[src/rtl/adder4_seq_ctrl.sv]
// adder4_seq_ctrl: wide unsigned adder built from one 4-bit ripple slice, one nibble per cycle
//
// adder4 ports:
//   a, b   in   4-bit addends
//   ci     in   carry-in
//   s      out  4-bit sum
//   co     out  carry-out
//
// adder4_seq_ctrl ports:
//   clk         in   clock, rising edge
//   rst_n       in   synchronous active-low reset
//   ena         in   clock enable; 0 freezes all state and outputs
//   start       in   begin an addition (accepted only in IDLE)
//   op_a, op_b  in   W-bit operands, sampled on the accepting edge
//   cin         in   carry-in to nibble 0, sampled on the accepting edge
//   busy        out  high while iterating (see latency note below)
//   done        out  one enabled-cycle pulse when a result is presented
//   sum         out  W-bit result register
//   cout        out  carry-out of the MSB nibble

module adder4 (
    input  logic [3:0] a,
    input  logic [3:0] b,
    input  logic       ci,
    output logic [3:0] s,
    output logic       co
);
    logic [4:0] c;
    assign c[0] = ci;
    genvar i;
    for (i = 0; i < 4; i++) begin : g_fa
        assign s[i]   = a[i] ^ b[i] ^ c[i];
        assign c[i+1] = (a[i] & b[i]) | (c[i] & (a[i] ^ b[i]));
    end
    assign co = c[4];
endmodule

module adder4_seq_ctrl #(
    parameter int NIBBLES = 4
) (
    input  logic                   clk,
    input  logic                   rst_n,
    input  logic                   ena,
    input  logic                   start,
    input  logic [4*NIBBLES-1:0]   op_a,
    input  logic [4*NIBBLES-1:0]   op_b,
    input  logic                   cin,
    output logic                   busy,
    output logic                   done,
    output logic [4*NIBBLES-1:0]   sum,
    output logic                   cout
);
    localparam int W  = 4 * NIBBLES;
    localparam int IW = (NIBBLES > 1) ? $clog2(NIBBLES) : 1;
    localparam logic [IW-1:0] LAST = IW'(NIBBLES - 1);

    typedef enum logic [1:0] {IDLE, RUN, DONE} state_t;

    state_t          state;
    logic [IW-1:0]   idx;
    logic            carry;
    logic [W-1:0]    wa;
    logic [W-1:0]    wb;
    logic [W-1:0]    ws;
    logic [W-1:0]    ws_next;
    logic [3:0]      na;
    logic [3:0]      nb;
    logic [3:0]      ns;
    logic            nc;

    // Shifts instead of variable part-selects keep the nibble mux width-clean.
    assign na = 4'(wa >> {idx, 2'b00});
    assign nb = 4'(wb >> {idx, 2'b00});

    adder4 u_slice (
        .a  (na),
        .b  (nb),
        .ci (carry),
        .s  (ns),
        .co (nc)
    );

    assign ws_next = (ws & ~(W'(4'hF) << {idx, 2'b00})) | (W'(ns) << {idx, 2'b00});

    // busy rises one edge after acceptance and drops on the last RUN edge,
    // so it is high for NIBBLES-1 cycles and never for a single-nibble build.
    always_ff @(posedge clk) begin
        if (!rst_n) begin
            state <= IDLE;
            idx   <= '0;
            carry <= 1'b0;
            wa    <= '0;
            wb    <= '0;
            ws    <= '0;
            sum   <= '0;
            cout  <= 1'b0;
            busy  <= 1'b0;
            done  <= 1'b0;
        end else if (ena) begin
            case (state)
                IDLE: begin
                    if (start) begin
                        wa    <= op_a;
                        wb    <= op_b;
                        carry <= cin;
                        ws    <= '0;
                        idx   <= '0;
                        state <= RUN;
                    end
                end
                RUN: begin
                    ws    <= ws_next;
                    carry <= nc;
                    if (idx == LAST) begin
                        sum   <= ws_next;
                        cout  <= nc;
                        busy  <= 1'b0;
                        done  <= 1'b1;
                        state <= DONE;
                    end else begin
                        idx  <= idx + 1'b1;
                        busy <= 1'b1;
                    end
                end
                DONE: begin
                    done  <= 1'b0;
                    state <= IDLE;
                end
                default: state <= IDLE;
            endcase
        end
    end
endmodule

[config.mk]
export PLATFORM = sky130hd
export DESIGN_NAME = adder4_seq_ctrl
export DESIGN_NICKNAME = d
export VERILOG_FILES = /design/src/rtl/adder4_seq_ctrl.sv
export SDC_FILE = /design/constraint.sdc
export NUM_CORES = 1
export LEC_CHECK = 0
export CORE_UTILIZATION = 40
export CTS_CLUSTER_SIZE = 40
export DETAILED_ROUTE_END_ITERATION = 7
export GPL_TIMING_DRIVEN = 1
export SYNTH_ARGS = -nofsm -noshare
export SYNTH_HDL_FRONTEND = slang
export SYNTH_HIERARCHICAL = 1
export SYNTH_SLANG_ARGS = --single-unit
[constraint.sdc]
create_clock -name clk -period 4.7 [get_ports clk]
set_input_delay 0.94 -clock clk [delete_from_list [all_inputs] [get_ports clk]]
set_output_delay 0.94 -clock clk [all_outputs]
set_load 0.05 [all_outputs]
; ---- Yosys cells after proc, flatten, opt, wreduce, memory -nomap -nowiden
; Cells that the tools add are included.
[totals]
regBits = 72
input_bits = 37
elab_cells = 67
[op_classes]
add_sub_neg = 1
n_eq_ne = 6
shifts = 4
n_mux = 13
bitwise_logic = 23
reduce_logical = 10
[ops]
columns = cell, count
row1 = $pmux W16 S2, 1
row2 = $shr A16 B4 Y4, 2
row3 = $and A16 B16 Y16, 1
row4 = $mux W16, 1
row5 = $not A16 Y16, 1
row6 = $or A16 B16 Y16, 1
row7 = $shl A4 B4 Y16, 1
row8 = $shl A4 B4 Y16 const A, 1
row9 = $reduce_and A3 Y1, 5
row10 = $and A1 B1 Y1, 8
row11 = $mux W2, 4
row12 = $pmux W2 S2, 2
row13 = $xor A1 B1 Y1, 8
row14 = $ne A2 B2 Y1 const B, 3
row15 = $eq A2 B2 Y1 const B, 2
row16 = $or A1 B1 Y1, 4
row17 = $pmux W1 S2, 2
row18 = $reduce_and A4 Y1, 1
row19 = $reduce_bool A2 Y1, 2
row20 = $mux W1, 3
row21 = $add A2 B1 Y2 const B, 1
row22 = $eq A2 B1 Y1 const B, 1
row23 = $logic_not A2 Y1, 1
row24 = $reduce_and A2 Y1, 1

; ---- Depth between registers and ports, before layout
[logic_depth]
depth_word = 12
mapped_depth = 14

; ---- Modules after synthesis
; Netlist, hierarchy kept.
[modules_own_cells]
columns = module, n_inst, cells_each, area_each_um2
row1 = adder4_seq_ctrl, 1, 310, 3090.5
row2 = adder4, 1, 14, 117.6

; ---- Least setup slack after synthesis
; OpenSTA, ideal clock, no wires.
[synth_timing]
path_kind = flip-flop to flip-flop
start = register idx[0]
end = register sum[15]
setup_time_ns = 0.060
t_arrival_ns = 3.199
required_ns = 4.640
slack_ns = 1.440
path_stages_with_launch = 15
path_buffers = 2
synth_period_minus_slack_ns = 3.260
cell_sequence = dfxtp_1 buf_2 buf_2 mux4_2 fa_1 inv_1 fa_1 inv_1 fa_1 inv_1 fa_1 inv_1 nand3_1 o21ai_0 a22o_1
[synth_between]
elab_chain_len = 11
word_cells_on_any_way = 23
cone_classes = eq/ne (1) / shift (4) / bitwise (17) / reduce/logical (1)
[synth_rtl]
columns = item, line_no
row1 = from (decl), 60  ; logic [IW-1:0] idx;
row2 = from (signal assigned), 121  ; idx <= idx + 1'b1;
row3 = $shr A16 B4 Y4 (*), 73  ; assign nb = 4'(wb >> {idx, 2'b00});
row4 = named net nb[0], 67  ; logic [3:0] nb;
row5 = $xor A1 B1 Y1, 33  ; assign c[i+1] = (a[i] & b[i]) | (c[i] & (a[i] ^ b[i]));
row6 = $and A1 B1 Y1, 33
row7 = $or A1 B1 Y1 (*), 33
row8 = $and A1 B1 Y1 (*), 33
row9 = $or A1 B1 Y1 (*), 33
row10 = $and A1 B1 Y1 (*), 33
row11 = $or A1 B1 Y1 (*), 33
row12 = $xor A1 B1 Y1 (*), 32  ; assign s[i] = a[i] ^ b[i] ^ c[i];
row13 = named net ns[3], 68  ; logic [3:0] ns;
row14 = $shl A4 B4 Y16 (*), 83  ; assign ws_next = (ws & ~(W'(4'hF) << {idx, 2'b00})) | (W'(ns) << {idx, 2'b00});
row15 = $or A16 B16 Y16 (*), 83
row16 = to (signal assigned), 115  ; sum <= ws_next;
row17 = to (decl), 50  ; output logic [4*NIBBLES-1:0] sum,
; Mark *: on every way through the listed nets, which the timed path passes. The rest lies on a longest branch.
; A chain may end at the register's enable or synchronous reset.

; ---- Worst setup path after layout
[layout_timing]
start = register idx[0]
end = register sum[15]
[layout_between]
elab_chain_len = 11
word_cells_on_any_way = 23
cone_classes = eq/ne (1) / shift (4) / bitwise (17) / reduce/logical (1)
[layout_rtl]
columns = item, line_no
row1 = $shr A16 B4 Y4 (*), 72  ; assign na = 4'(wa >> {idx, 2'b00});
row2 = named net na[0], 66  ; logic [3:0] na;
row3 = $xor A1 B1 Y1, 33
row4 = $and A1 B1 Y1, 33
row5 = $or A1 B1 Y1 (*), 33
row6 = $and A1 B1 Y1 (*), 33
row7 = $or A1 B1 Y1 (*), 33
row8 = $and A1 B1 Y1 (*), 33
row9 = $or A1 B1 Y1 (*), 33
row10 = $xor A1 B1 Y1 (*), 32
row11 = named net ns[3], 68
row12 = $shl A4 B4 Y16 (*), 83
row13 = $or A16 B16 Y16 (*), 83
; Marks and branches as above.

==> flow_metrics.env <==
export IMPL_status="complete, no violations"
export IMPL_path_cells="mux4_2 > fa_1 > inv_1 > fa_1 > inv_1 > fa_1 > inv_1 > fa_1 > inv_1 > nand3_1 > o21ai_0 > a22o_1"
export IMPL_die_h_um=91.56
export IMPL_placed_cell_area_um2=3726
export IMPL_numClockSinks=72
export IMPL_synth_xor_area_share=0
export IMPL_r2r_start="idx[0]"
export IMPL_endpoint_kind="register"
export IMPL_ios=56
export IMPL_endpoint="sum[15]"
export IMPL_slowest_delay_ns=0.58
export IMPL_r2r_cells=12
export IMPL_r2r_slack_ns=1.51
export IMPL_drc=0
export IMPL_leakagePower_nw=1.412
export IMPL_hold_viol=0
export IMPL_cp_num_buf_inv=4
export IMPL_clk_pin_slew_ns=0.07
export IMPL_tritoncts="yes"
export IMPL_required_ns=4.98
export IMPL_utilization=0.5074
export IMPL_crit_path_top_delay_cell="mux4_2"
export IMPL_n_fill_cell=744
export IMPL_post_route_period_util=0.6798
export IMPL_r2r_end="sum[15]"
export IMPL_avgSynthCellArea_um2=9.901
export IMPL_clock_latency_ns=0.34
export IMPL_total_power_mw=1.250
export IMPL_postCtsSetupBuffers=0
export IMPL_synthAdderAreaFrac=0.04446
export IMPL_die_area_um2=8382
export IMPL_maxSlewViolCount=0
export IMPL_io_buffers=55
export IMPL_critPathTopFamily="adder cells"
export IMPL_dieWidth_um=91.56
export IMPL_startpoint="idx[0]"
export IMPL_drt_iter0_drc=98
export IMPL_regArea_um2=1441
export IMPL_rows=32
export IMPL_drt_pass1_iter_count=6
export IMPL_first_global_vias=2355
export IMPL_tightest_slew_ns=1.013
export IMPL_min_period_ns=3.195
export IMPL_layout_drive_gt1_share=0.1257
export IMPL_drtAntennaViolNets=0
export IMPL_synth_compound_area_frac=0.2133
export IMPL_grt_usage=0.1737
export IMPL_final_area_um2=3921
export IMPL_cts_resized=0
export IMPL_grt_max_degree=38
export IMPL_core_um2=7727
export IMPL_initial_utilization=0.4152
export IMPL_cts_root_buffer="clkbuf_8"
export IMPL_finalSetupViolCount=0
export IMPL_avgRoutedWirePerCell_um=14.25
export IMPL_critPathMaxFanout=7
export IMPL_cts_max_path_buffers=2
export IMPL_rsz0062_at_grt="false"
export IMPL_start_kind="register"
export IMPL_routed_wl_um=6782
export IMPL_fmax_mhz=313.0
export IMPL_syn_instance_count=324
export IMPL_vdd_drop_max_mv=0.1749
export IMPL_antenna_found_initial=0
export IMPL_hold_buffers=0
export IMPL_arrival_ns=3.48
export IMPL_grt_ovfl_total=0
export IMPL_worst_hold_slack_ns=0.4562
export IMPL_dp_hpwl_um=4796
export IMPL_gp_congestion=0.7406
export IMPL_via_count=2428
export IMPL_synthSimpleGateAreaFrac=0.1459
export IMPL_grt_pass1_wl_um=11420
export IMPL_relSlewSlack=0.3244
export IMPL_syn_nets=370
export IMPL_hold_class="reg -> reg"
export IMPL_path_class="reg -> reg"
export IMPL_final_setup_skew_ns=0.01011
export IMPL_area_delta_synth_final_pct=22.23
export IMPL_yosysWarnings=6
export IMPL_drv_cap=0
export IMPL_yosysUniqueCellTypes=37
export IMPL_critical_path_depth=12
export IMPL_antenna_cells=0
export IMPL_vias_per_cell=5.101
export IMPL_cts_buffers=9
export IMPL_tns_ns=0
export IMPL_ys_ff_latch=72
export IMPL_synthMuxAreaShare=0.06552
export IMPL_ys_seq_area_frac=0.4493
export IMPL_powerDensity_nw_per_um2=318.9
export IMPL_ctsHtreeMaxLevel=3
export IMPL_multi_input_comb_area_um2=1505
export IMPL_syn_area_um2=3208
export IMPL_synth_top_family_by_area="compound AO/OA/AOI/OAI gates"
export IMPL_fin_nets=416
==> through the flow <==
| step | instances | worst slack [ns] |
|---|---|---|
| floorplan | 324 | 1.440 |
| global placement | 461 | 1.542 |
| detailed placement | 461 | 1.487 |
| CTS | 476 | 1.471 |
| finish | 476 | 1.505 |
| global route | 476 | 1.317 |
==> worst register-to-register path: stages, from the launching register on <==
cell	delay [ns]
dfxtp_1	0.56
mux4_2	0.58
fa_1	0.42
inv_1	0.08
fa_1	0.15
inv_1	0.05
fa_1	0.36
inv_1	0.08
fa_1	0.40
inv_1	0.13
nand3_1	0.08
o21ai_0	0.11
a22o_1	0.16
==> metal layers <==
metal | track usage | wire, µm
met1 | 0.2127 | 3092
met2 | 0.2932 | 3351
met3 | 0.04690 | 246
met4 | 0.05952 | 92
met5 | 0 | 0
==> sequential cells by signal (all words and copies together), names as in the netlist <==
signal  flops
done        1
sum        16
cout        1
wb         16
busy        1
ws         16
state       2
idx         2
carry       1
wa         16
==> kinds of logic (layout without fill, tap and decap cells) <==
kind of cell / count (synthesis) / after routing
muxes: 11 / 11
DFF: 72 / 72
buffers and inverters: 44 / 94
adders and majority gates: 9 / 9
and+or+nand+nor: 96 / 96
AOI/OAI and AO/OA: 92 / 92
==> where the power goes <==
part	internal (mW)	switching, mW	leakage [nW]
registers	0.627	0.0123	0.584
clock network	0.256	0.221	0.102
logic	0.0635	0.0709	0.726
==> placed cells by master, fill, tap and decap left out, types with 7 or more instances in the layout <==
cell type and instances:
a21oi_2 11, a22o_1 33, nand2_1 66, clkbuf_8 10, nor2b_1 7, a21oi_1 29
nand3_1 7, mux4_2 8, o2bb2ai_1 8, inv_1 20, dfxtp_1 72, clkdlybuf4s50_1 55
==> synth_stat cells <==
cell type,instances,area (µm²)
nand3_1,7,35.03
buf_2,8,40.04
or2b_1,1,7.510
buf_1,1,3.750
fa_1,4,80.08
nand2b_1,2,12.51
ha_1,5,62.56
clkbuf_1,4,15.01
inv_2,1,3.750
and3_4,1,11.26
a21oi_2,11,96.34
nand4bb_1,1,11.26
mux2i_1,3,30.03
or2_4,1,8.760
dfxtp_1,72,1441
nand3b_1,1,7.510
and4bb_1,1,12.51
or2_2,1,6.260
and2b_4,2,20.02
buf_8,3,45.04
nand4b_4,1,23.77
nor2b_1,7,43.79
inv_1,20,75.07
o21a_1,1,7.510
nor2_1,3,11.26
a21oi_4,1,16.27
nand2_1,66,247.7
mux4_2,8,180.2
a311oi_1,2,17.52
o21ai_0,5,25.02
a21boi_2,1,11.26
a21oi_1,29,145.1
o2bb2ai_1,8,70.07
a22o_1,33,289.0
and2_4,1,8.760
a31oi_1,1,6.260
buf_6,7,78.83
==> how the worst min path moves through the flow <==
| stage | from | depth (start not counted) | endpoint | slack (ns) |
|---|---|---|---|---|
| 4_1_cts | wb[4] | 2 | wb[4] | 0.46 |
| 2_1_floorplan | ws[0] | 1 | ws[0] | 0.42 |
| 6_report | wb[4] | 2 | wb[4] | 0.46 |
| 5_1_grt | wa[9] | 2 | wa[9] | 0.47 |
| 3_5_place_dp | ws[2] | 1 | ws[2] | 0.44 |
| 3_3_place_gp | ws[3] | 1 | ws[3] | 0.44 |
==> layout make-up <==
class                      count  share of cell area
clock buffer                  10             0.03510
clock inverter                 5             0.01468
inverter                      21             0.02010
multi-input combinational    208              0.3839
sequential                    72              0.3676
tap                          102             0.03255
timing repair buffer          58              0.1461
Power figures use the tool's default switching activity.
